--- config.mk ---
export PLATFORM = sky130hd
export DESIGN_NAME = skew_feed_controller
export DESIGN_NICKNAME = d
export VERILOG_FILES = /design/src/rtl/skew_feed_pkg.sv /design/src/rtl/feed_counter.sv /design/src/rtl/skew_feed_controller.sv
export SDC_FILE = /design/constraint.sdc
export NUM_CORES = 1
export LEC_CHECK = 0
export ABC_AREA = 1
export BUFFER_PORTS_ARGS = -buffer_cell sky130_fd_sc_hd__buf_4
export CORE_MARGIN = 8
export CORE_UTILIZATION = 30
export DETAILED_ROUTE_END_ITERATION = 6
export HOLD_SLACK_MARGIN = 0.02
export PLACE_DENSITY_LB_ADDON = 0.08
export SETUP_SLACK_MARGIN = 0.2
export SLEW_MARGIN = 25
export SYNTH_ARGS = -nofsm -noshare
export SYNTH_HDL_FRONTEND = slang
export SYNTH_HIERARCHICAL = 1
export SYNTH_SLANG_ARGS = --single-unit
--- constraint.sdc ---
create_clock -name clk -period 2.2 [get_ports clk]
set_input_delay 0.44 -clock clk [delete_from_list [all_inputs] [get_ports clk]]
set_output_delay 0.44 -clock clk [all_outputs]
set_load 0.03 [all_outputs]
--- src/rtl/skew_feed_pkg.sv ---
// Shared types and default sizes for the skew-feed controller.
// Holds the controller state enum and default parameter values.
package skew_feed_pkg;

  localparam int DEF_N          = 4;
  localparam int DEF_LEN_WIDTH  = 16;
  localparam int DEF_ADDR_WIDTH = 10;

  typedef enum logic [1:0] {
    IDLE,
    FEED,
    DRAIN,
    DONE
  } state_t;

endpackage

--- src/rtl/feed_counter.sv ---
// Loadable down-counter with enable and zero flag; saturates at zero.
// Ports: clk, rst_n (sync, low), load/load_val, en, count, zero.
module feed_counter #(
  parameter int W = 8
) (
  input  logic         clk,
  input  logic         rst_n,
  input  logic         load,
  input  logic [W-1:0] load_val,
  input  logic         en,
  output logic [W-1:0] count,
  output logic         zero
);

  assign zero = (count == '0);

  always_ff @(posedge clk) begin
    if (!rst_n)
      count <= '0;
    else if (load)
      count <= load_val;
    else if (en && !zero)
      count <= count - 1'b1;
  end

endmodule

--- src/rtl/skew_feed_controller.sv ---
// Feeds num_vec buffer vectors into an N-lane skew chain, then N-1 zeros.
// Ports: start handshake + cfg, stall, buffer read, skew_en/feed_valid, busy/done.
module skew_feed_controller
  import skew_feed_pkg::*;
#(
  parameter int N          = DEF_N,
  parameter int LEN_WIDTH  = DEF_LEN_WIDTH,
  parameter int ADDR_WIDTH = DEF_ADDR_WIDTH
) (
  input  logic                  clk,
  input  logic                  rst_n,
  input  logic                  start_valid,
  output logic                  start_ready,
  input  logic [LEN_WIDTH-1:0]  cfg_num_vec,
  input  logic [ADDR_WIDTH-1:0] cfg_base_addr,
  input  logic                  stall,
  output logic                  buf_rd_en,
  output logic [ADDR_WIDTH-1:0] buf_rd_addr,
  output logic                  skew_en,
  output logic                  feed_valid,
  output logic                  busy,
  output logic                  done
);

  localparam int DW = $clog2(N) + 1;

  state_t state, state_nxt;
  logic   vld_q;
  logic   [ADDR_WIDTH-1:0] addr_q;
  logic   hs, adv, rd_en, in_feed, in_drain;
  logic   vec_zero, drn_zero, drn_load;
  logic   [LEN_WIDTH-1:0] unused_vec_cnt;
  logic   [DW-1:0]        unused_drn_cnt;

  assign in_feed  = (state == FEED);
  assign in_drain = (state == DRAIN);
  assign adv      = (in_feed || in_drain) && !stall;
  assign rd_en    = in_feed && !stall;
  assign hs       = start_valid && start_ready;
  assign drn_load = rd_en && vec_zero;

  // Outputs are gated by rst_n so they read 0 while reset is held.
  assign start_ready = rst_n && (state == IDLE);
  assign busy        = rst_n && (state != IDLE);
  assign done        = rst_n && (state == DONE);
  assign buf_rd_en   = rst_n && rd_en;
  assign feed_valid  = rst_n && vld_q && !stall;
  assign skew_en     = rst_n && (vld_q || in_drain) && !stall;
  assign buf_rd_addr = rst_n ? addr_q : '0;

  // Holds reads remaining minus one; zero marks the last read.
  feed_counter #(.W(LEN_WIDTH)) u_vec_cnt (
    .clk      (clk),
    .rst_n    (rst_n),
    .load     (hs),
    .load_val (cfg_num_vec - 1'b1),
    .en       (rd_en),
    .count    (unused_vec_cnt),
    .zero     (vec_zero)
  );

  // Counts the N drain cycles down to zero.
  feed_counter #(.W(DW)) u_drn_cnt (
    .clk      (clk),
    .rst_n    (rst_n),
    .load     (drn_load),
    .load_val (DW'(N - 1)),
    .en       (in_drain && adv),
    .count    (unused_drn_cnt),
    .zero     (drn_zero)
  );

  always_ff @(posedge clk) begin
    if (!rst_n) begin
      state  <= IDLE;
      vld_q  <= 1'b0;
      addr_q <= '0;
    end else begin
      state <= state_nxt;
      if (adv)
        vld_q <= rd_en;
      if (hs)
        addr_q <= cfg_base_addr;
      else if (rd_en)
        addr_q <= addr_q + 1'b1;
    end
  end

  always_comb begin
    state_nxt = state;
    unique case (state)
      IDLE:
        if (hs)
          state_nxt = (cfg_num_vec == '0) ? DONE : FEED;
      FEED:
        if (adv && vec_zero)
          state_nxt = DRAIN;
      DRAIN:
        if (adv && drn_zero)
          state_nxt = DONE;
      DONE:
        state_nxt = IDLE;
      default:
        state_nxt = IDLE;
    endcase
  end

endmodule

; ---- Word level (Yosys, flattened, before mapping)
; Cells that the tools add are included.
[classes]
n_eq_ne = 6
n_reduce_logical = 32
add_sub_neg = 4
mux = 12
bitwise = 1
[op_table]
columns = op, n
row1 = 16-bit zero test, 2
row2 = 16-bit 2-to-1 mux, 2
row3 = 16-bit by 1-bit subtractor with 16-bit output (second input constant), 2
row4 = 10-bit 2-to-1 mux, 3
row5 = 1-bit logical AND, 17
row6 = 2-bit 2-to-1 mux, 6
row7 = 10-bit by 1-bit adder with 10-bit output (second input constant), 1
row8 = 2-bit case mux with 4 select lines, 1
row9 = 2-bit nonzero test, 4
row10 = 2-bit equality test (second input constant), 2
row11 = 2-bit by 1-bit != test with 1-bit output (second input constant), 2
row12 = 1-bit zero test, 3
row13 = 3-bit zero test, 1
row14 = 3-bit AND reduction, 1
row15 = 3-bit by 1-bit subtractor with 3-bit output (second input constant), 1
row16 = 2-bit by 1-bit equality test with 1-bit output (second input constant), 1
row17 = 2-bit zero test, 1
row18 = 1-bit logical OR, 2
row19 = 2-bit != test (second input constant), 1
row20 = 2-bit OR reduction, 1
row21 = 1-bit NOT, 1
[word_totals]
input_bits = 30
ff_bits = 32
out_inout_bits = 16
word_cells = 61

; ---- Logic depth before layout (Yosys ltp)
[logic_depth]
word_depth = 7
ltp_mapped = 16

; ---- Hierarchy
; The synthesis kept the hierarchy.
[by_module_without_submodules]
columns = mod, area_each_um2, cells_per_inst, seq_area_each_um2, n_inst
row1 = skew_feed_controller, 1417.6, 257, 260.2, 1
row2 = feed_counter (u_vec_cnt), 1189.9, 211, 320.3, 1
row3 = feed_counter (u_drn_cnt), 197.7, 33, 60.1, 1

; ---- Worst setup path after synthesis
; No wires, ideal clock.
[synth_timing]
path_type = register -> register
from = register u_vec_cnt.count[0]
to = register u_drn_cnt.count[1]
t_required_ns = 2.088
period_less_slack_ns = 2.026
path_buffers = 0
arrival_ns = 1.914
setup_ns = 0.112
path_stages_with_launch = 16
setup_slack_ns = 0.174
path_cell_list = dfxtp_1 > inv_1 > ha_1 > inv_1 > nor2_1 > nand3_1 > nor2_1 > nand2_1 > nor4_1 > inv_1 > nor2_1 > inv_2 > nand2_1 > inv_1 > nor2_1 > nor2_1
[synth_via]
elab_chain_cells = 3
word_cells_on_any_way = 4
classes_between = 1 x mux / 3 x reduce/logical
[synth_rtl]
columns = item, line
row1 = "start, declared", feed_counter.sv:11  ; output logic [W-1:0] count,
row2 = "start signal, assigned", feed_counter.sv:21  ; count <= load_val;
row3 = "start signal, assigned", feed_counter.sv:23  ; count <= count - 1'b1;
row4 = 16-bit zero test *, feed_counter.sv:15  ; assign zero = (count == '0);
row5 = named net vec_zero, skew_feed_controller.sv:31  ; logic vec_zero, drn_zero, drn_load;
row6 = 1-bit logical AND *, skew_feed_controller.sv:40  ; assign drn_load = rd_en && vec_zero;
row7 = named net drn_load, skew_feed_controller.sv:31
row8 = 2-bit 2-to-1 mux / 2-bit nonzero test (equally long branches), --
row9 = "end signal, assigned", feed_counter.sv:21
row10 = "end signal, assigned", feed_counter.sv:23
row11 = "end, declared", feed_counter.sv:11
; Mark *: on every way through the listed nets, which the timed path passes. The rest lies on a longest branch.
; A chain may end at the register's enable or synchronous reset.

; ---- Worst setup path in the final report
; Same ends and word-level chain as after synthesis.

==> impl_results.md <==
* Clk root buf: clkbuf_8
* PwrDens at between 900 and 1000 nW/um^2
* Final Cell Area at 3570 sq um
* Yosys top cell by area: dfxtp_1
* Synthesis Warnings at 6
* Hold Crit Class: primary input to flip-flop
* DRT iter0 DRCs at 131
* Filler cells at 1,017
* Most common cell after layout, fill and taps aside: nand2_1
* Leakage power at 1.92 nW
* DRT Pass-1 Iters at 4
* Outcome: finished clean
* Final std cells w/o fill at 682
* Worst-path maximum fanout at 6
* Final wirelength at around 8000 um
* Port-buffer cells at 45
* Via-to-Cell Ratio at 4.49
* Commonest cells after routing, fill and taps aside: 153 x nand2_1, 99 x nor2_1, 68 x buf_4
* Min Hold Slack at 440 ps
* Core area at 9150 sq um
* Largest net degree at the start of global routing at 20
* HPWL after detailed placement at 6460 um
* IO Count at 46
* Post-DRT Antenna Nets at 0
* Slew Limit Fails at 0
* Avg WL per Cell at 12.1 um
* Final nets at roughly 610
* DRC violations left at 0
* Min Tclk post-route at 1900 ps
* # diodes at 0
* CP startpoint kind: flip-flop
* Ranking of synthesized cells by area: dfxtp_1 23%, nand2_1 21%, nor2_1 14%, inv_1 9.5%, nand3_1 5.9%
* Initial antenna violation count at 0
* Multi-input gate area at 1890 sq um
* Clk sinks at 32
* Inserted Clock Buffers at 5
* Seq cells post-synth at 32
* Mapped Cells at 501
* Crit Path Class: flip-flop to flip-flop
* Setup TNS at 0 ps
* Area Growth Syn to Fin at 27.3%
* Chip height at 113 um
* Crit path DAT at approximately 2100 ps
* Achievable Freq at 0.525 GHz
* Gr ovfl total at 0
* Fin util at 39.0%
* Inst Count DP at between 600 and 700
* RSZ-0062 raised after global routing: true
* Routed vias at 3,059
* Layout cells sized above 1 at 20.8%
* Post-synthesis area per instance at 5.60 sq um
* Clk Latency, worst-skew pair at 290 ps
* Register area at 643 sq um
* Global-route wire length before repair at 13,700 um
* Sequential-to-total area share from yosys stat at around 23%
* Gp weighted congestion at 0.897
* Period utilisation layout at about 87%
* Hold Violations, Final at 0
* Clk pin slew, worst setup/hold paths at roughly 70 ps
* Die width at 113 um
* Synthesized cell area at between 2000 and 3000 sq um
* Data required, critical path at 2390 ps
* Vias in the first global route at 2,904
* Clock Skews at 6.24 ps
* CTS tree: yes
* Row count at 35
* Die Footprint at 12,700 sq um
* H-tree levels at 2
* Top cell type's share of synthesized area at 22.8%
* Worst-case clock buffer depth at 2
* Total track usage at 13.1%
* Initial Utilization at 30.6%
* Critical Path End Type: flip-flop
* Max VDD drop at 344 uV
* Synth cell types at 32
* Max Cap Viol at 0
* Final setup fails at 0
* Placed cell areas at 3360 sq um
==> through the flow <==
stage | setup WS, ps | power (W)
floorplan | 234 | 0.00226
global placement | 52.4 | 0.00284
detailed placement | 17.5 | 0.00284
CTS | 148 | 0.00347
global route | 140 | 0.00388
finish | 297 | 0.00352
==> what timing repair did <==
item	in CTS	in global routing
gates resized for setup	14	8
cloned	0	0
buffers inserted	3	3
pin swaps	9	4
hold buffers	0	0
setup endpoints to repair	3	14
==> flip-flops by register name, indices dropped and copies added (netlist names) <==
signal	count
u_drn_cnt/count	3
addr_q	10
state	2
vld_q	1
u_vec_cnt/count	16
==> layout make-up <==
cell class,count,share of cell area [%]
multi-input cells,387,52.9
clock buffers,7,2.70
repair buffers,68,14.3
flip-flops and latches,32,18.0
inverters,77,8.20
well taps,111,3.89
==> cell usage after synthesis (all sizes together) <==
cell	number
a31oi	1
nor2	110
clkbuf	1
conb	2
or2	3
ha	10
nand3	37
nor4	1
xor2	6
dfxtp	32
nand4	4
o21ai	35
clkinv	1
nor3	3
inv	76
nand2	159
a21oi	7
xnor2	4
nand3b	3
o211ai	1
buf	5
==> routing by layer <==
metal  vias up  global-route usage [%]  part of all wire, %
met5         -                       0                    0
met4         0                    4.14                  1.5
met3        10                    2.93                  3.8
met2        37                    21.0                   44
met1      1338                    17.1                   51
li1       1674                       -                    -
==> where the power goes <==
part	switching [W]	total (W)	internal, W
combinational	0.00126	0.00209	0.000825
sequential	0.000176	0.000919	0.000743
clock	0.000236	0.000515	0.000279
==> final timing paths <==
path / to / slack [ps] / startpoint / cells past startpoint
hold / removal: addr_q[1]$_SDFFE_PN0P_ / 440 / cfg_base_addr[1] / 3
setup reg to reg: u_drn_cnt/count[1]$_SDFFE_PN0P_ / 300 / u_vec_cnt/count[0]$_SDFFE_PN0P_ / 16
setup / recovery: u_drn_cnt/count[1]$_SDFFE_PN0P_ / 300 / u_vec_cnt/count[0]$_SDFFE_PN0P_ / 16
hold reg to reg: vld_q$_SDFFE_PN0N_ / 490 / vld_q$_SDFFE_PN0N_ / 2
==> critical path, cell delays in order, from the launching register on <==
cell and delay (ps):
dfxtp_2 340, inv_2 70, ha_4 130, inv_2 40
nor2_4 110, nand3_4 100, nor2_4 110, nand2_2 70
nor4_2 130, buf_4 160, inv_2 40, nor2_4 150
inv_2 70, nand2_2 80, inv_2 40, nor2_2 90
nor2_1 50
==> cell families (layout without fill, tap and decap cells) <==
kind of cell / after synthesis / after routing / synth area share [%]
simple gates: 320 / 320 / 48.6
buf+inv: 83 / 152 / 12.4
compound gates: 44 / 44 / 8.39
flops: 32 / 32 / 22.8
fa+ha+maj: 10 / 10 / 4.46
xor+xnor: 10 / 10 / 3.12
other cells: 2 / 3 / 0.268
No activity file was read; power rests on OpenSTA's default activity.
